==> src/rtl/arith_pkg.sv <==
// Shared definitions for the round-robin arithmetic scheduler:
// op codes, saturation limits, the ALU result payload and the FSM encoding.
package arith_pkg;

   localparam int unsigned DATA_W = 16;
   localparam int unsigned BYTE_W = 8;
   localparam int unsigned OP_W   = 2;
   localparam int unsigned VNZ_W  = 3;

   localparam logic [OP_W-1:0] OP_ADD = 2'b00;
   localparam logic [OP_W-1:0] OP_SUB = 2'b10;
   // op[OP_PADDSB_BIT] set selects PADDSB regardless of op[1]
   localparam int unsigned OP_PADDSB_BIT = 0;
   localparam int unsigned OP_SUB_BIT    = 1;

   localparam logic [DATA_W-1:0] SAT_POS16 = 16'h7FFF;
   localparam logic [DATA_W-1:0] SAT_NEG16 = 16'h8000;
   localparam logic [BYTE_W-1:0] SAT_POS8  = 8'h7F;
   localparam logic [BYTE_W-1:0] SAT_NEG8  = 8'h80;

   typedef struct packed {
      logic [DATA_W-1:0] out;
      logic              v;
      logic              n;
      logic              z;
   } alu_rsp_t;

   typedef enum logic {
      ST_EMPTY = 1'b0,
      ST_FULL  = 1'b1
   } sched_state_t;

   // Signed 8-bit add clamped to the byte range.
   function automatic logic [BYTE_W-1:0] sat_add8(input logic [BYTE_W-1:0] a,
                                                 input logic [BYTE_W-1:0] b);
      logic [BYTE_W:0] sum;
      sum = {a[BYTE_W-1], a} + {b[BYTE_W-1], b};
      if (sum[BYTE_W] != sum[BYTE_W-1]) begin
         return sum[BYTE_W] ? SAT_NEG8 : SAT_POS8;
      end
      return sum[BYTE_W-1:0];
   endfunction

endpackage

==> src/rtl/sat_alu16.sv <==
// Combinational 16-bit saturating ALU: ADD, SUB, and per-byte signed saturating add.
module sat_alu16
   import arith_pkg::*;
(
   input  logic [DATA_W-1:0] a,
   input  logic [DATA_W-1:0] b,
   input  logic [OP_W-1:0]   op,
   output logic [DATA_W-1:0] out,
   output logic              v,
   output logic              n,
   output logic              z
);

   logic [DATA_W-1:0] b_eff;
   logic [DATA_W-1:0] sum;
   logic              ovf;
   logic [DATA_W-1:0] res;
   logic              res_v;

   // SUB is A + ~B + 1; carry-out is dropped, overflow comes from the sign rule.
   always_comb begin
      b_eff = op[OP_SUB_BIT] ? ~b : b;
      sum   = a + b_eff + DATA_W'(op[OP_SUB_BIT]);
      ovf   = (a[DATA_W-1] == b_eff[DATA_W-1]) && (sum[DATA_W-1] != a[DATA_W-1]);
   end

   always_comb begin
      res   = sum;
      res_v = 1'b0;
      if (op[OP_PADDSB_BIT]) begin
         res = {sat_add8(a[DATA_W-1:BYTE_W], b[DATA_W-1:BYTE_W]),
                sat_add8(a[BYTE_W-1:0], b[BYTE_W-1:0])};
      end else if (ovf) begin
         res   = a[DATA_W-1] ? SAT_NEG16 : SAT_POS16;
         res_v = 1'b1;
      end
   end

   assign out = res;
   assign v   = res_v;
   assign n   = res[DATA_W-1];
   assign z   = (res == '0);

endmodule

==> src/rtl/arith_rr_sched.sv <==
// Round-robin scheduler sharing one saturating ALU between NUM_REQ requesters,
// with a single registered response slot and a sticky V/N/Z flag register.
module arith_rr_sched
   import arith_pkg::*;
#(
   parameter int unsigned NUM_REQ = 4,
   parameter int unsigned ID_W    = 2
) (
   input  logic                      clk,
   input  logic                      rst_n,
   input  logic [NUM_REQ-1:0]        req_valid,
   output logic [NUM_REQ-1:0]        req_ready,
   input  logic [DATA_W*NUM_REQ-1:0] req_a,
   input  logic [DATA_W*NUM_REQ-1:0] req_b,
   input  logic [OP_W*NUM_REQ-1:0]   req_op,
   output logic                      rsp_valid,
   input  logic                      rsp_ready,
   output logic [ID_W-1:0]           rsp_id,
   output logic [DATA_W-1:0]         rsp_out,
   output logic                      rsp_v,
   output logic                      rsp_n,
   output logic                      rsp_z,
   output logic [VNZ_W-1:0]          flags_vnz
);

   sched_state_t      state_q, state_nxt;
   logic [ID_W-1:0]   rr_ptr_q, rr_ptr_nxt;
   logic [ID_W-1:0]   rsp_id_q, rsp_id_nxt;
   alu_rsp_t          rsp_q, rsp_nxt;
   logic [VNZ_W-1:0]  flags_q, flags_nxt;

   logic [NUM_REQ-1:0] valid_rot;
   logic               grant_found;
   logic [ID_W-1:0]    grant_idx;
   int unsigned        slot;
   logic               can_accept;
   logic               accept;

   logic [DATA_W-1:0]  a_sel, b_sel;
   logic [OP_W-1:0]    op_sel;
   logic [DATA_W-1:0]  alu_out;
   logic               alu_v, alu_n, alu_z;
   alu_rsp_t           alu_res;

   // Rotate so bit k corresponds to requester (rr_ptr + k) mod NUM_REQ.
   assign valid_rot = NUM_REQ'({req_valid, req_valid} >> rr_ptr_q);

   always_comb begin
      grant_found = 1'b0;
      grant_idx   = '0;
      slot        = 0;
      for (int unsigned k = 0; k < NUM_REQ; k++) begin
         if (!grant_found && valid_rot[k]) begin
            grant_found = 1'b1;
            slot        = 32'(rr_ptr_q) + k;
            if (slot >= NUM_REQ) begin
               slot = slot - NUM_REQ;
            end
            grant_idx = ID_W'(slot);
         end
      end
   end

   // Operand mux feeding the single shared ALU.
   always_comb begin
      a_sel  = '0;
      b_sel  = '0;
      op_sel = OP_ADD;
      for (int unsigned i = 0; i < NUM_REQ; i++) begin
         if (grant_idx == ID_W'(i)) begin
            a_sel  = req_a[DATA_W*i +: DATA_W];
            b_sel  = req_b[DATA_W*i +: DATA_W];
            op_sel = req_op[OP_W*i +: OP_W];
         end
      end
   end

   sat_alu16 u_alu (
      .a   (a_sel),
      .b   (b_sel),
      .op  (op_sel),
      .out (alu_out),
      .v   (alu_v),
      .n   (alu_n),
      .z   (alu_z)
   );

   always_comb begin
      alu_res.out = alu_out;
      alu_res.v   = alu_v;
      alu_res.n   = alu_n;
      alu_res.z   = alu_z;
   end

   // Next-state, response slot and handshake logic.
   always_comb begin
      state_nxt  = state_q;
      rr_ptr_nxt = rr_ptr_q;
      rsp_id_nxt = rsp_id_q;
      rsp_nxt    = rsp_q;
      flags_nxt  = flags_q;
      can_accept = 1'b0;
      accept     = 1'b0;
      req_ready  = '0;

      case (state_q)
         ST_EMPTY: begin
            can_accept = 1'b1;
         end
         ST_FULL: begin
            can_accept = rsp_ready;
            if (rsp_ready) begin
               flags_nxt = {rsp_q.v, rsp_q.n, rsp_q.z};
               state_nxt = ST_EMPTY;
            end
         end
         default: begin
            state_nxt = ST_EMPTY;
         end
      endcase

      accept = can_accept && grant_found;
      if (accept) begin
         for (int unsigned i = 0; i < NUM_REQ; i++) begin
            if (grant_idx == ID_W'(i)) begin
               req_ready[i] = 1'b1;
            end
         end
         state_nxt  = ST_FULL;
         rsp_nxt    = alu_res;
         rsp_id_nxt = grant_idx;
         rr_ptr_nxt = (32'(grant_idx) == NUM_REQ - 1) ? '0 : grant_idx + ID_W'(1);
      end
   end

   always_ff @(posedge clk or negedge rst_n) begin
      if (!rst_n) begin
         state_q  <= ST_EMPTY;
         rr_ptr_q <= '0;
         rsp_id_q <= '0;
         rsp_q    <= '0;
         flags_q  <= '0;
      end else begin
         state_q  <= state_nxt;
         rr_ptr_q <= rr_ptr_nxt;
         rsp_id_q <= rsp_id_nxt;
         rsp_q    <= rsp_nxt;
         flags_q  <= flags_nxt;
      end
   end

   assign rsp_valid = (state_q == ST_FULL);
   assign rsp_id    = rsp_id_q;
   assign rsp_out   = rsp_q.out;
   assign rsp_v     = rsp_q.v;
   assign rsp_n     = rsp_q.n;
   assign rsp_z     = rsp_q.z;
   assign flags_vnz = flags_q;

endmodule

==> config.mk <==
export PLATFORM = sky130hd
export DESIGN_NAME = arith_rr_sched
export DESIGN_NICKNAME = d
export VERILOG_FILES = /design/src/rtl/arith_pkg.sv /design/src/rtl/sat_alu16.sv /design/src/rtl/arith_rr_sched.sv
export SDC_FILE = /design/constraint.sdc
export NUM_CORES = 1
export LEC_CHECK = 0
export CORE_AREA = 2 2 128 118
export DETAILED_ROUTE_END_ITERATION = 8
export DIE_AREA = 0 0 130 120
export DONT_BUFFER_PORTS = 1
export SLEW_MARGIN = 20
export SYNTH_ARGS = -nofsm -noshare
export SYNTH_HDL_FRONTEND = slang
export SYNTH_SLANG_ARGS = --single-unit
==> constraint.sdc <==
create_clock -name clk -period 4.75 [get_ports clk]
set_input_delay 0.475 -clock clk [delete_from_list [all_inputs] [get_ports clk]]
set_output_delay 0.475 -clock clk [all_outputs]
set_load 0.05 [all_outputs]
# Word-level counts from Yosys, hierarchy flattened
# Index checks and enable logic that the tools add are counted.
[totals]
register_bits = 27
elab_cells = 95
in_bits = 143
[op_classes]
n_shift = 1
muxes = 50
bitwise_logic = 2
n_eq_ne = 7
n_lt_le_gt_ge = 4
reduce_logical = 11
add_sub_neg = 12
[ops]
columns = ["op", "n"]
rows = [
  ["2-to-1 mux 16 bit", 12],
  ["2-to-1 mux 8 bit", 6],
  ["2-to-1 mux 2 bit", 13],
  ["adder 8 x 8 -> 9 bit", 2],
  ["2-to-1 mux 1 bit", 17],
  ["adder 16 x 1 -> 16 bit", 1],
  ["adder 16 bit", 1],
  ["logical NOT 16 bit", 1],
  ["inverter 16 bit", 1],
  ["greater-or-equal comparator 3 bit (second input constant)", 3],
  ["right shift 8 x 2 -> 4 bit", 1],
  ["subtractor 2 x 1 -> 2 bit (second input constant)", 4],
  ["adder 2 x 2 -> 3 bit (second input constant)", 2],
  ["logical AND 1 bit", 5],
  ["== test 2 bit (second input constant)", 2],
  ["2-to-1 mux 4 bit", 1],
  ["adder 2 x 1 -> 3 bit (second input constant)", 1],
  ["greater-or-equal comparator 2 x 3 -> 1 bit (second input constant)", 1],
  ["logical NOT 1 bit", 3],
  ["!= test 1 bit", 3],
  ["adder 2 x 1 -> 2 bit (second input constant)", 1],
  ["== test 2 x 1 -> 1 bit (second input constant)", 1],
  ["logical NOT 2 bit", 1],
  ["one-hot mux 1 bit (2 select lines)", 1],
  ["other kinds (3)", 3],
]

# Longest topological paths before layout
[logic_depth]
word_depth = 25
mapped_depth = 27
mapped_depth_nobuf = 24

# Cells and area by module
# Synthesis repeated with hierarchy kept, for this count alone.
[hier_totals]
cells_unflattened = 537
area_unflattened_um2 = 4324.1
[by_module_without_submodules]
columns = ["module", "area_per_inst_um2", "n_inst", "cells_each"]
rows = [
  ["arith_rr_sched", 2177.1, 1, 246],
  ["sat_alu16", 2147.1, 1, 291],
]

# Least setup slack after synthesis
# OpenSTA, ideal clock, no wires.
[synth_path]
kind = "input port to flip-flop"
start = "input req_valid[0]"
end = "register rsp_q, in the netlist rsp_z"
setup_slack_ns = -0.453
path_buffers = 3
cell_stages = 25
setup_time_ns = 0.104
arrival_time_ns = 5.099
cell_sequence = "a21oi_1 > o21a_1 > o22ai_1 > ha_1 > nor2b_4 > buf_4 > clkbuf_1 > buf_1 > a22oi_1 > nor2_1 > a21oi_1 > o21ai_0 > fa_1 > a21o_1 > a21oi_1 > nor2b_1 > o31a_1 > o22ai_1 > or2_2 > or3b_2 > nor2_1 > a21oi_1 > nor3_1 > nand4_1 > o41ai_2"
[synth_via]
elab_chain_cells = 25
elab_cells_between_ends = 57
cone_classes = "add/sub (4); eq/ne (7); shift (1); mux (34); bitwise (1); reduce/logical (10)"
[synth_lines]
columns = ["element", "line_no", "text"]
rows = [
  ["from (decl)", "arith_rr_sched.sv:11", "input logic [NUM_REQ-1:0] req_valid,"],
  ["right shift 8 x 2 -> 4 bit (*)", "arith_rr_sched.sv:46", "assign valid_rot = NUM_REQ'({req_valid, req_valid} >> rr_ptr_q);"],
  ["2-to-1 mux 1 bit", "arith_rr_sched.sv:53", "if (!grant_found && valid_rot[k]) begin"],
  ["logical NOT 1 bit", "arith_rr_sched.sv:53", ""],
  ["logical AND 1 bit", "arith_rr_sched.sv:53", ""],
  ["2-to-1 mux 1 bit", "arith_rr_sched.sv:53", ""],
  ["logical NOT 1 bit", "arith_rr_sched.sv:53", ""],
  ["logical AND 1 bit", "arith_rr_sched.sv:53", ""],
  ["2-to-1 mux 1 bit", "arith_rr_sched.sv:53", ""],
  ["[... 9 more ...]", "-", ""],
  ["2-to-1 mux 16 bit", "sat_alu16.sv:22", "b_eff = op[OP_SUB_BIT] ? ~b : b;"],
  ["adder 16 bit", "sat_alu16.sv:23", "sum = a + b_eff + DATA_W'(op[OP_SUB_BIT]);"],
  ["adder 16 x 1 -> 16 bit", "sat_alu16.sv:23", ""],
  ["!= test 1 bit", "sat_alu16.sv:24", "ovf = (a[DATA_W-1] == b_eff[DATA_W-1]) && (sum[DATA_W-1] != a[DATA_W-1]);"],
  ["logical AND 1 bit", "sat_alu16.sv:24", ""],
  ["2-to-1 mux 16 bit", "sat_alu16.sv:33", "end else if (ovf) begin"],
  ["2-to-1 mux 16 bit", "sat_alu16.sv:30", "if (op[OP_PADDSB_BIT]) begin"],
  ["logical NOT 16 bit", "sat_alu16.sv:42", "assign z = (res == '0);"],
  ["to (signal assigned)", "arith_rr_sched.sv:147", "rsp_q <= rsp_nxt;"],
  ["to (decl)", "arith_rr_sched.sv:29", "alu_rsp_t rsp_q, rsp_nxt;"],
]
# Mark *: on every way between the ends. The rest lies on a longest branch, timed or not. The select of a mux whose other input is x is not followed.
# A chain may end at the register's enable or synchronous reset.

# Worst setup path in the final report
[layout_path]
start = "register rr_ptr_q[1]"
end = "register rsp_q, in the netlist rsp_z"
[layout_via]
elab_chain_cells = 25
elab_cells_between_ends = 72
cone_classes = "add/sub (11); order compare (4); eq/ne (7); shift (1); mux (38); bitwise (1); reduce/logical (10)"
[layout_lines]
columns = ["element", "line_no", "text"]
rows = [
  ["from (decl)", "arith_rr_sched.sv:27", "logic [ID_W-1:0] rr_ptr_q, rr_ptr_nxt;"],
  ["from (signal assigned)", "arith_rr_sched.sv:145", "rr_ptr_q <= rr_ptr_nxt;"],
  ["parallel branches: the longest is 10 deep, another holds adder 2 x 1 -> 3 bit", "-", ""],
  ["2-to-1 mux 2 bit (*)", "arith_rr_sched.sv:53", ""],
  ["via grant_idx[0]", "arith_rr_sched.sv:34", "logic [ID_W-1:0] grant_idx;"],
  ["logical NOT 2 bit", "arith_rr_sched.sv:70", "if (grant_idx == ID_W'(i)) begin"],
  ["2-to-1 mux 16 bit (4 in series)", "arith_rr_sched.sv:70", ""],
  ["inverter 16 bit", "sat_alu16.sv:22", ""],
  ["2-to-1 mux 16 bit", "sat_alu16.sv:22", ""],
  ["adder 16 bit", "sat_alu16.sv:23", ""],
  ["adder 16 x 1 -> 16 bit", "sat_alu16.sv:23", ""],
  ["!= test 1 bit", "sat_alu16.sv:24", ""],
  ["logical AND 1 bit", "sat_alu16.sv:24", ""],
  ["2-to-1 mux 16 bit", "sat_alu16.sv:33", ""],
  ["2-to-1 mux 16 bit (*)", "sat_alu16.sv:30", ""],
  ["logical NOT 16 bit (*)", "sat_alu16.sv:42", ""],
]
# Mark *: on every way through the listed nets, which the timed path passes. The select of a mux whose other input is x is not followed.

==> metrics.md <==
| Metric | Value |
|---|---|
| Status | finished with violations |
| Failing checks | setup timing |
| CTS H-Tree Depth | 1 |
| Element type at the critical path end | register |
| Final Core Density | slightly below 40% |
| Starting Density | 28.29% |
| Final wirelength | 14,680 µm |
| Worst-Skew Late Latency | 0.26 ns |
| Area occupied by multi-input gates | 0.003557 mm² |
| DRC | 0 |
| Post-synthesis sequential area ratio | 16.03% |
| Syn nets | 738 |
| WP data required | 4.91 ns |
| Die Y | 120 µm |
| Largest family of logic cells by synthesized area | compound AO/OA/AOI/OAI gates |
| Total CTS buffers | 3 |
| Pin count of the biggest net entering global routing | 57 |
| Register Area | about 650 µm² |
| EDFF count, synth | 0 |
| Crit path kind | reg -> reg |
| Fillers | around 1,500 |
| Vias in the first global route | 4,631 |
| Max FO, Critical Path | 6 |
| Clk_skew | around 0.0032 ns |
| Final worst slack | -0.01868 ns |
| Worst path buffer plus inverter count | 4 |
| Post-DP HPWL | 11,810 µm |
| Core Footprint | 0.01435 mm² |
| Post-synthesis mux area share | 1.449% |
| DP Cell Count | ~850 |
| Final setup fails | 1 |
| YS warnings | 0 |
| Post-route insts no fill | 870 |
| Pre-Repair DR Iteration Count | 5 |
| Layout cell share with drive strength beyond 1 | 33.78% |
| CTS root buf | clkbuf_16 |
| Clock-pin slew on the worst setup and hold paths | 0.06 ns |
| WP data arrival | around 4.9 ns |
| Die outline width | 130 µm |
| Top FF cell, synth | dfrtp_1 |
| First-pass GRT wire length | 22,200 µm |
| DR vias | 4,574 |
| Mapped Area | 0.004059 mm² |
| Total GRT Usage | between 15 and 20% |
| DIE AREA | 0.01560 mm² |
| Clk sink count | 26 |
| RePlAce Congestion | around 0.88 |
| CP startpoint kind | register |
| Initial antenna violation count | 0 |
| N_diodes | 0 |
| Initial drt markers | 165 |
| Compound-Gate Fraction of Synth Area | between 30% and 40% |
| Pre-CTS setup slack | -0.3838 ns |
| Fin crit period | 4.769 ns |
| Clk buf depth | 2 |
| Final Hold Fails | 0 |
| Distinct cells, synth | 65 |
| RSZ-0062 raised after global routing | true |
| FMAX | 0.2097 GHz |
| Seq cells post-synth | 26 |
| Commonest non-fill, non-tap cell in the layout | buf_4 |
| Final period utilization | 100.4% |
| Synth Instances | about 560 |
| Synthesized area per cell | 7.274 µm² |
| Vias per inst | around 5.3 |
| CP delay by family, top | compound AO/OA/AOI/OAI gates |
| Synth Area in Adders | approximately 12% |
| Row cnt | 42 |
| Worst hold path class | in -> async |
| Slew @ Worst Pin | about 0.9 ns |
| Worst path most repeated cell | buf_4 |
| Wire per inst | 16.88 µm |
| Max_cap viols | 0 |
| Commonest non-fill, non-tap cells in the layout | buf_4 (128), nand2_1 (76), nor2_1 (51) |
| Final #Nets | 853 |
| Port Buf Inserts | 0 |
| CTS tree | built |
| Max-slew violations | 0 |
| Post-synthesis simple-gate area fraction | 20.22% |
| Slowest Stage Delay on Critical Path | about 0.4 ns |
| Grt total ovfl | 0 |
| Area delta synth->final | 40.66% |
| CP max stage cell | dfrtp_1 |
| Max-slew headroom | 38.40% |
| Io pins | 172 |
| Synth Area in XOR/XNOR | about 8.6% |
| Async SR Flop Fraction | 100.0% |
| Routed Antenna Nets | 0 |
-- cells in the mapped netlist (8+ instances only) --
library cell,n,area (µm²)
dfrtp_1,26,650.6
nand3_1,12,60.06
nor2_1,54,202.7
nor2b_1,8,50.05
xor2_1,19,166.4
a21o_1,12,90.09
xnor2_1,16,140.1
o22ai_1,10,62.56
o21ai_0,51,255.2
nand2_1,78,292.8
ha_1,34,425.4
a22oi_1,25,187.7
clkbuf_1,17,63.81
a21oi_1,68,340.3
inv_1,15,56.30
-- metrics by stage --
| stage | area, µm² | hold slack [ns] | TNS [ns] |
|---|---|---|---|
| after floorplan | 4095 | 0.1794 | 0 |
| after global placement | 5144 | 0.1799 | -0.3378 |
| after detailed placement | 5144 | 0.1800 | -1.035 |
| after CTS | 5479 | 0.02720 | 0 |
| after global routing | 5709 | 0.02447 | -0.3295 |
| final | 5709 | 0.02625 | -0.01868 |
-- logic make-up (layout without fill, tap and decap cells) --
| logic type | after synthesis | after routing |
|---|---|---|
| and+or+nand+nor | 185 | 188 |
| xor gates and xnor gates | 37 | 37 |
| buffers and inverters | 43 | 154 |
| adders and majority gates | 39 | 39 |
| AOI/OAI and AO/OA | 223 | 223 |
| muxes | 5 | 5 |
| DFF | 26 | 26 |
-- path summary, 6_finish.rpt --
kind                       cells past startpoint                 endpoint               startpoint  slack (ns)
setup / recovery                              25        rsp_z$_DFFE_PN0P_  rr_ptr_q[1]$_DFFE_PN0P_       -0.02
hold / removal                                 1    rsp_id[0]$_DFFE_PN0P_                    rst_n        0.03
setup reg to reg                              25        rsp_z$_DFFE_PN0P_  rr_ptr_q[1]$_DFFE_PN0P_       -0.02
hold reg to reg                                2  rr_ptr_q[0]$_DFFE_PN0P_  rr_ptr_q[0]$_DFFE_PN0P_        0.63
max in group asynchronous                      1   rsp_out[8]$_DFFE_PN0P_                    rst_n        4.58
min in group clk                               2      rsp_valid$_DFF_PN0_             req_valid[0]        0.36
-- registers in the layout, indices dropped and copies added, names as in the netlist --
signal	flops
flags_vnz	3
rsp_v	1
rsp_valid	1
rsp_out	16
rr_ptr_q	2
rsp_id	2
rsp_z	1
-- metal layers --
metal	GRT usage [%]	vias up	share of wire (%)
li1	-	2265	-
met1	23.58	2118	45
met2	30.17	170	46
met3	2.720	21	6.7
met4	4.301	0	1.9
met5	0	-	0
-- cell type report --
class / instances / share of cell area [%]
clock inverter: 1 / 0.5260
tap: 198 / 4.339
timing repair buffer: 135 / 19.13
multi-input combinational: 492 / 62.31
inverter: 15 / 0.9862
clock buffer: 3 / 1.315
sequential: 26 / 11.40
-- repair_timing --
action | CTS | global route
setup buffers | 6 | 8
gates resized for setup | 40 | 42
setup endpoints to repair | 8 | 10
hold endpoints to repair | 26 | 0
hold buffers | 1 | 0
pin swaps | 10 | 18
cloned | 2 | 1
Power is left out: the tool's default activity adds up to more than one toggle a clock period on the data nets, which glitch-free logic cannot reach.
==> RTL edit 1: new RTL, config.mk and constraints unchanged <==
The parameter `NUM_REQ` goes from 4 to 8.
--- a/src/rtl/arith_rr_sched.sv
+++ b/src/rtl/arith_rr_sched.sv
@@ -3,7 +3,7 @@
 module arith_rr_sched
    import arith_pkg::*;
 #(
-   parameter int unsigned NUM_REQ = 4,
+   parameter int unsigned NUM_REQ = 8,
    parameter int unsigned ID_W    = 2
 ) (
    input  logic                      clk,
Interface: changed (5 resized); port bits go from 172 to 316. The function was not compared with the original's and may differ.
==> RTL edit 1 against the unedited design <==
The run still ends with setup timing left; critical path type unchanged; core utilization grew 13 points; final area up 31%; highest routed layer unchanged; area after synthesis rose by 12%; worst setup slack lost 970 ps; sequential cell count unchanged; wire length increased by 24%; critical endpoint unchanged.
Power is not shown: default switching activity piles up to over one toggle a cycle in this logic, so the estimate is an artifact.
==> RTL edit 1: results (changes against the unedited design) <==
- Status: complete, but fails checks
- Violated checks: setup timing
- Synth Area in Adders: 10.9% (-1.5 points)
- Worst slack at placement: -1600 ps (-1210 ps)
- Cell variety after synth: 78 (+20%)
- Post_cts resized: 92 (+130%)
- Finish-stage setup viols: 18 (+17)
- Routed WL: 18.3 mm (+24%)
- Path depth of the worst reg2reg path: 27 (+8.0%)
- Area contributors post-synth: dfrtp_1 14%, ha_1 9.4%, o21ai_0 9.2%
- CP peak stage delay: 460 ps (+60 ps)
- Final WS setup: -988 ps (-970 ps)
- First-pass GRT wire length: 26.9 mm (+21%)
- Hpwl dp: 14.6 mm (+24%)
- Signal buf overhead: 27.5% (+8.4 points)
- Vias in the first global route: 5,359 (+16%)
- Post-synthesis cell count: 619 (+11%)
- Inverters: 25 (+10)
- Worst slew pin tran: 916 ps (-7.95 ps)
- Post-synth net total: 939 (+27%)
- Register area: 652 um^2 (+0.19%)
- Largest net degree at the start of global routing: 54 (-5.3%)
- Layout cells sized above 1: 48.0% (+14 points)
- Layout net count: 1,153 (+35%)
- Worst Path Arrival: 5910 ps (+980 ps)
- Sequential fraction of the synthesis area: 14.4% (-1.7 points)
- #MultiIn Comb: 525 (+6.7%)
- Worst Path Max Fanout: 8 (+2)
- Cell Count, Final, Fillers Out: 1,030 (+18%)
- Compound-Gate Fraction of Synth Area: 39.9% (+3.4 points)
- Post-CTS Setup Bufs: 23 (+17)
- Seq area share: 8.69% (-2.7 points)
- Multiplexer area fraction after synthesis: 3.73% (+2.3 points)
- Hold_ws: 27.1 ps (+0.875 ps)
- Vias per Instance: 5.53 (+5.3%)
- Metal3 WL: 1.35 mm (+38%)
- Multi-input combinational area share: 57.8% (-4.5 points)
- Met2 WL: 8.55 mm (+26%)
- # placed instances: 976 (+15%)
- Final Util: 52.3% (+13 points)
RTL edit 1: worst reg2reg max path: stages (launching register included):
cell and delay [ps]:
dfrtp_2 460, buf_4 160, mux2_4 310, a21oi_4 180, buf_4 140, nand3_2 130
o31ai_4 210, o21ai_2 120, buf_6 150, ha_4 150, nor2b_4 160, clkbuf_16 180
buf_8 130, a221oi_4 260, nor2_1 100, ha_2 210, fa_2 390, a211oi_4 260
o21ai_2 100, a211oi_2 250, or4_4 190, o311ai_4 100, a21oi_2 230, or4bb_1 450
o22ai_2 140, o311a_1 190, nand4_1 110, o31ai_2 180
RTL edit 1: cell families after synthesis:
kind of cell             after synthesis
multiplexers                          16
AO/OA/AOI/OAI                        264
buffers and inverters                 68
XOR/XNOR                              34
adder cells (fa/ha/maj)               38
flip-flops                            26
AND/OR/NAND/NOR                      173
RTL edit 1: metal layers:
metal  vias up  track usage (%)
li1       2749                -
met1      2700             31.3
met2       239             34.8
met3        13             2.10
met4         0             2.96
met5         -                0
==> RTL edit 2: new RTL, config.mk and constraints unchanged <==
Made on the original files. Put one more register stage on the output `flags_vnz`. The value now appears one clock later. The other outputs are not delayed to match.
--- a/src/rtl/arith_rr_sched.sv
+++ b/src/rtl/arith_rr_sched.sv
@@ -155,7 +155,9 @@
    assign rsp_v     = rsp_q.v;
    assign rsp_n     = rsp_q.n;
    assign rsp_z     = rsp_q.z;
-   assign flags_vnz = flags_q;
+   always_ff @(posedge clk) begin
+      flags_vnz <= flags_q;
+   end
 
 endmodule
 
Formal check against the unedited RTL: not equivalent (Yosys sat finds a counterexample within 4 cycles, from zero or initial values and one cycle with rst_n low).
==> RTL edit 2 against the unedited design <==
The flow still finishes with violations (setup timing); via count increased by 6.8%; wire length increased by 14%; core utilization increased by 3.4 points; worst setup slack got worse by 150 ps; sequential cell count increased by 3; final area increased by 8.5%; area after synthesis increased by 3.2%; synthesized cell count increased by 3.2%; critical path type unchanged.
Power is not shown: default switching activity piles up to over one toggle a cycle in this logic, so the estimate is an artifact.
==> RTL edit 2: results (changes against the unedited design) <==
- Layout net count: 871 (+2.1%)
- Via count: 4,884 (+6.8%)
- Fillers: 1,458 (-2.3%)
- CP max stage cell: dfrtp_1
- Area contributors post-synth: dfrtp_1 16%, ha_1 10%, nand2_1 7.7%
- Clock Pin Slew Worst Setup and Hold Paths: 50 ps
- Sequential fraction of the synthesis area: 17.0% (+0.93 points)
- Cell variety after synth: 67 (+3.1%)
- Clock Path Buffers: 2 (unchanged)
- Initial antenna violation count: 2 (+2)
- Layout cells sized above 1: 36.8% (+3.1 points)
- Vias in the first global route: 4,840 (+4.5%)
- Setup Skew: 4.35 ps (+1.11 ps)
- Path depth of the worst reg2reg path: 26 (+4.0%)
- Hpwl dp: 13.5 mm (+14%)
- Skew-Pair Late Insertion Delay: 270 ps
- Min-delay worst type: in -> async
- Max reg flops: 16 (unchanged)
- Initial drt markers: 256 (+55%)
- Largest net degree at the start of global routing: 36 (-37%)
- Gr usage total: 19.9% (+2.1 points)
- Clock buffer count from CTS: 5 (+2)
- Final WS setup: -169 ps (-150 ps)
- CP peak stage delay: 410 ps
- Global placer's final weighted congestion: 0.912 (+4.0%)
- Post-synthesis cell count: 576 (+3.2%)
- Post-synth net total: 756 (+2.4%)
- Drt first pass iters: 5 (unchanged)
- Max-slew headroom: 37.0% (-1.4 points)
- First-pass GRT wire length: 24.3 mm (+9.3%)
- Root buffer cell: clkbuf_16
- CTS H-tree lvls: 2 (+1)
- Routed WL: 16.7 mm (+14%)
- Violated checks: setup timing
- Top cells by count, synth: 86 x nand2_1, 55 x a21oi_1, 49 x o21ai_0
- Finish-stage setup viols: 1 (unchanged)
- Worst Path Max Fanout: 7 (+1)
- Cell Count, Final, Fillers Out: 891 (+2.4%)
- DRT antenna net count: 0 (unchanged)
- Kind of critical path: reg -> reg
- Async SR Flop Fraction: 89.7% (-10 points)
- # placed instances: 860 (+1.4%)
- I/O Buffers: 0 (unchanged)
- Status: complete, but fails checks
==> RTL edit 2: cell count changes after synthesis, moves of 4 or more <==
cell      change
a21oi_1      -13
nand2_1       +8
nor2_1        -8
a21o_1        +7
o211ai_1      +7
a22oi_1       +6
nor2b_1       -5
o21a_1        -4
==> RTL edit 2: final cells by class <==
type                            count  share of cell area (%)
Inverter                           18                    1.13
Timing Repair Buffer              138                    19.2
Clock inverter                      2                   0.162
Sequential cell                    29                    11.5
Clock buffer                        6                    2.08
Antenna cell                        1                  0.0404
Multi-Input combinational cell    499                    62.0
Tap cell                          198                    4.00
==> RTL edit 2: cells by family (layout without fill, tap and decap cells) <==
| kind of cell | count (synthesis) | after routing | share of synthesized area (%) |
|---|---|---|---|
| compound gates | 222 | 222 | 35.0 |
| xor+xnor | 39 | 39 | 8.33 |
| fa+ha+maj | 40 | 40 | 12.3 |
| buf+inv | 48 | 164 | 4.78 |
| flops | 29 | 29 | 17.0 |
| mux | 10 | 10 | 2.69 |
| other cells | 0 | 1 | 0 |
| simple gates | 188 | 188 | 20.0 |
==> RTL edit 2: worst min-delay path by stage <==
stage | startpoint | to | cells past startpoint
2_1_floorplan | rst_n | flags_q[0] | 0
3_3_place_gp | rst_n | flags_q[2] | 0
3_5_place_dp | rst_n | flags_q[2] | 0
4_1_cts | rst_n | rsp_out[8] | 1
5_1_grt | rst_n | rsp_out[15] | 1
6_report | rst_n | rsp_out[8] | 1
==> RTL edit 2: per-stage QoR <==
| stage | TNS [ps] | hold slack, ps | area, um^2 | setup WS [ps] |
|---|---|---|---|---|
| floorplan | 0 | 179 | 4300 | 5.81 |
| global placement | -241 | 180 | 5360 | -220 |
| detailed placement | -534 | 180 | 5360 | -346 |
| CTS | -32.8 | 16.5 | 5650 | -32.8 |
| global route | -868 | 20.1 | 6200 | -323 |
| finish | -169 | 16.9 | 6200 | -169 |
==> RTL edit 2: metal layers <==
metal / vias up / routed length, um / track usage [%]
met5: - / 0 / 0
met4: 0 / 462 / 5.65
met1: 2278 / 7220 / 25.6
li1: 2349 / - / -
met2: 229 / 7690 / 33.4
met3: 28 / 1340 / 4.01
==> RTL edit 2: repair_timing <==
action,CTS,global route
cloned,0,1
buffers inserted,1,19
resized for setup,46,82
setup endpoints to repair,4,11
hold buffers,1,0
hold endpoints to repair,26,0
pin swaps,13,43
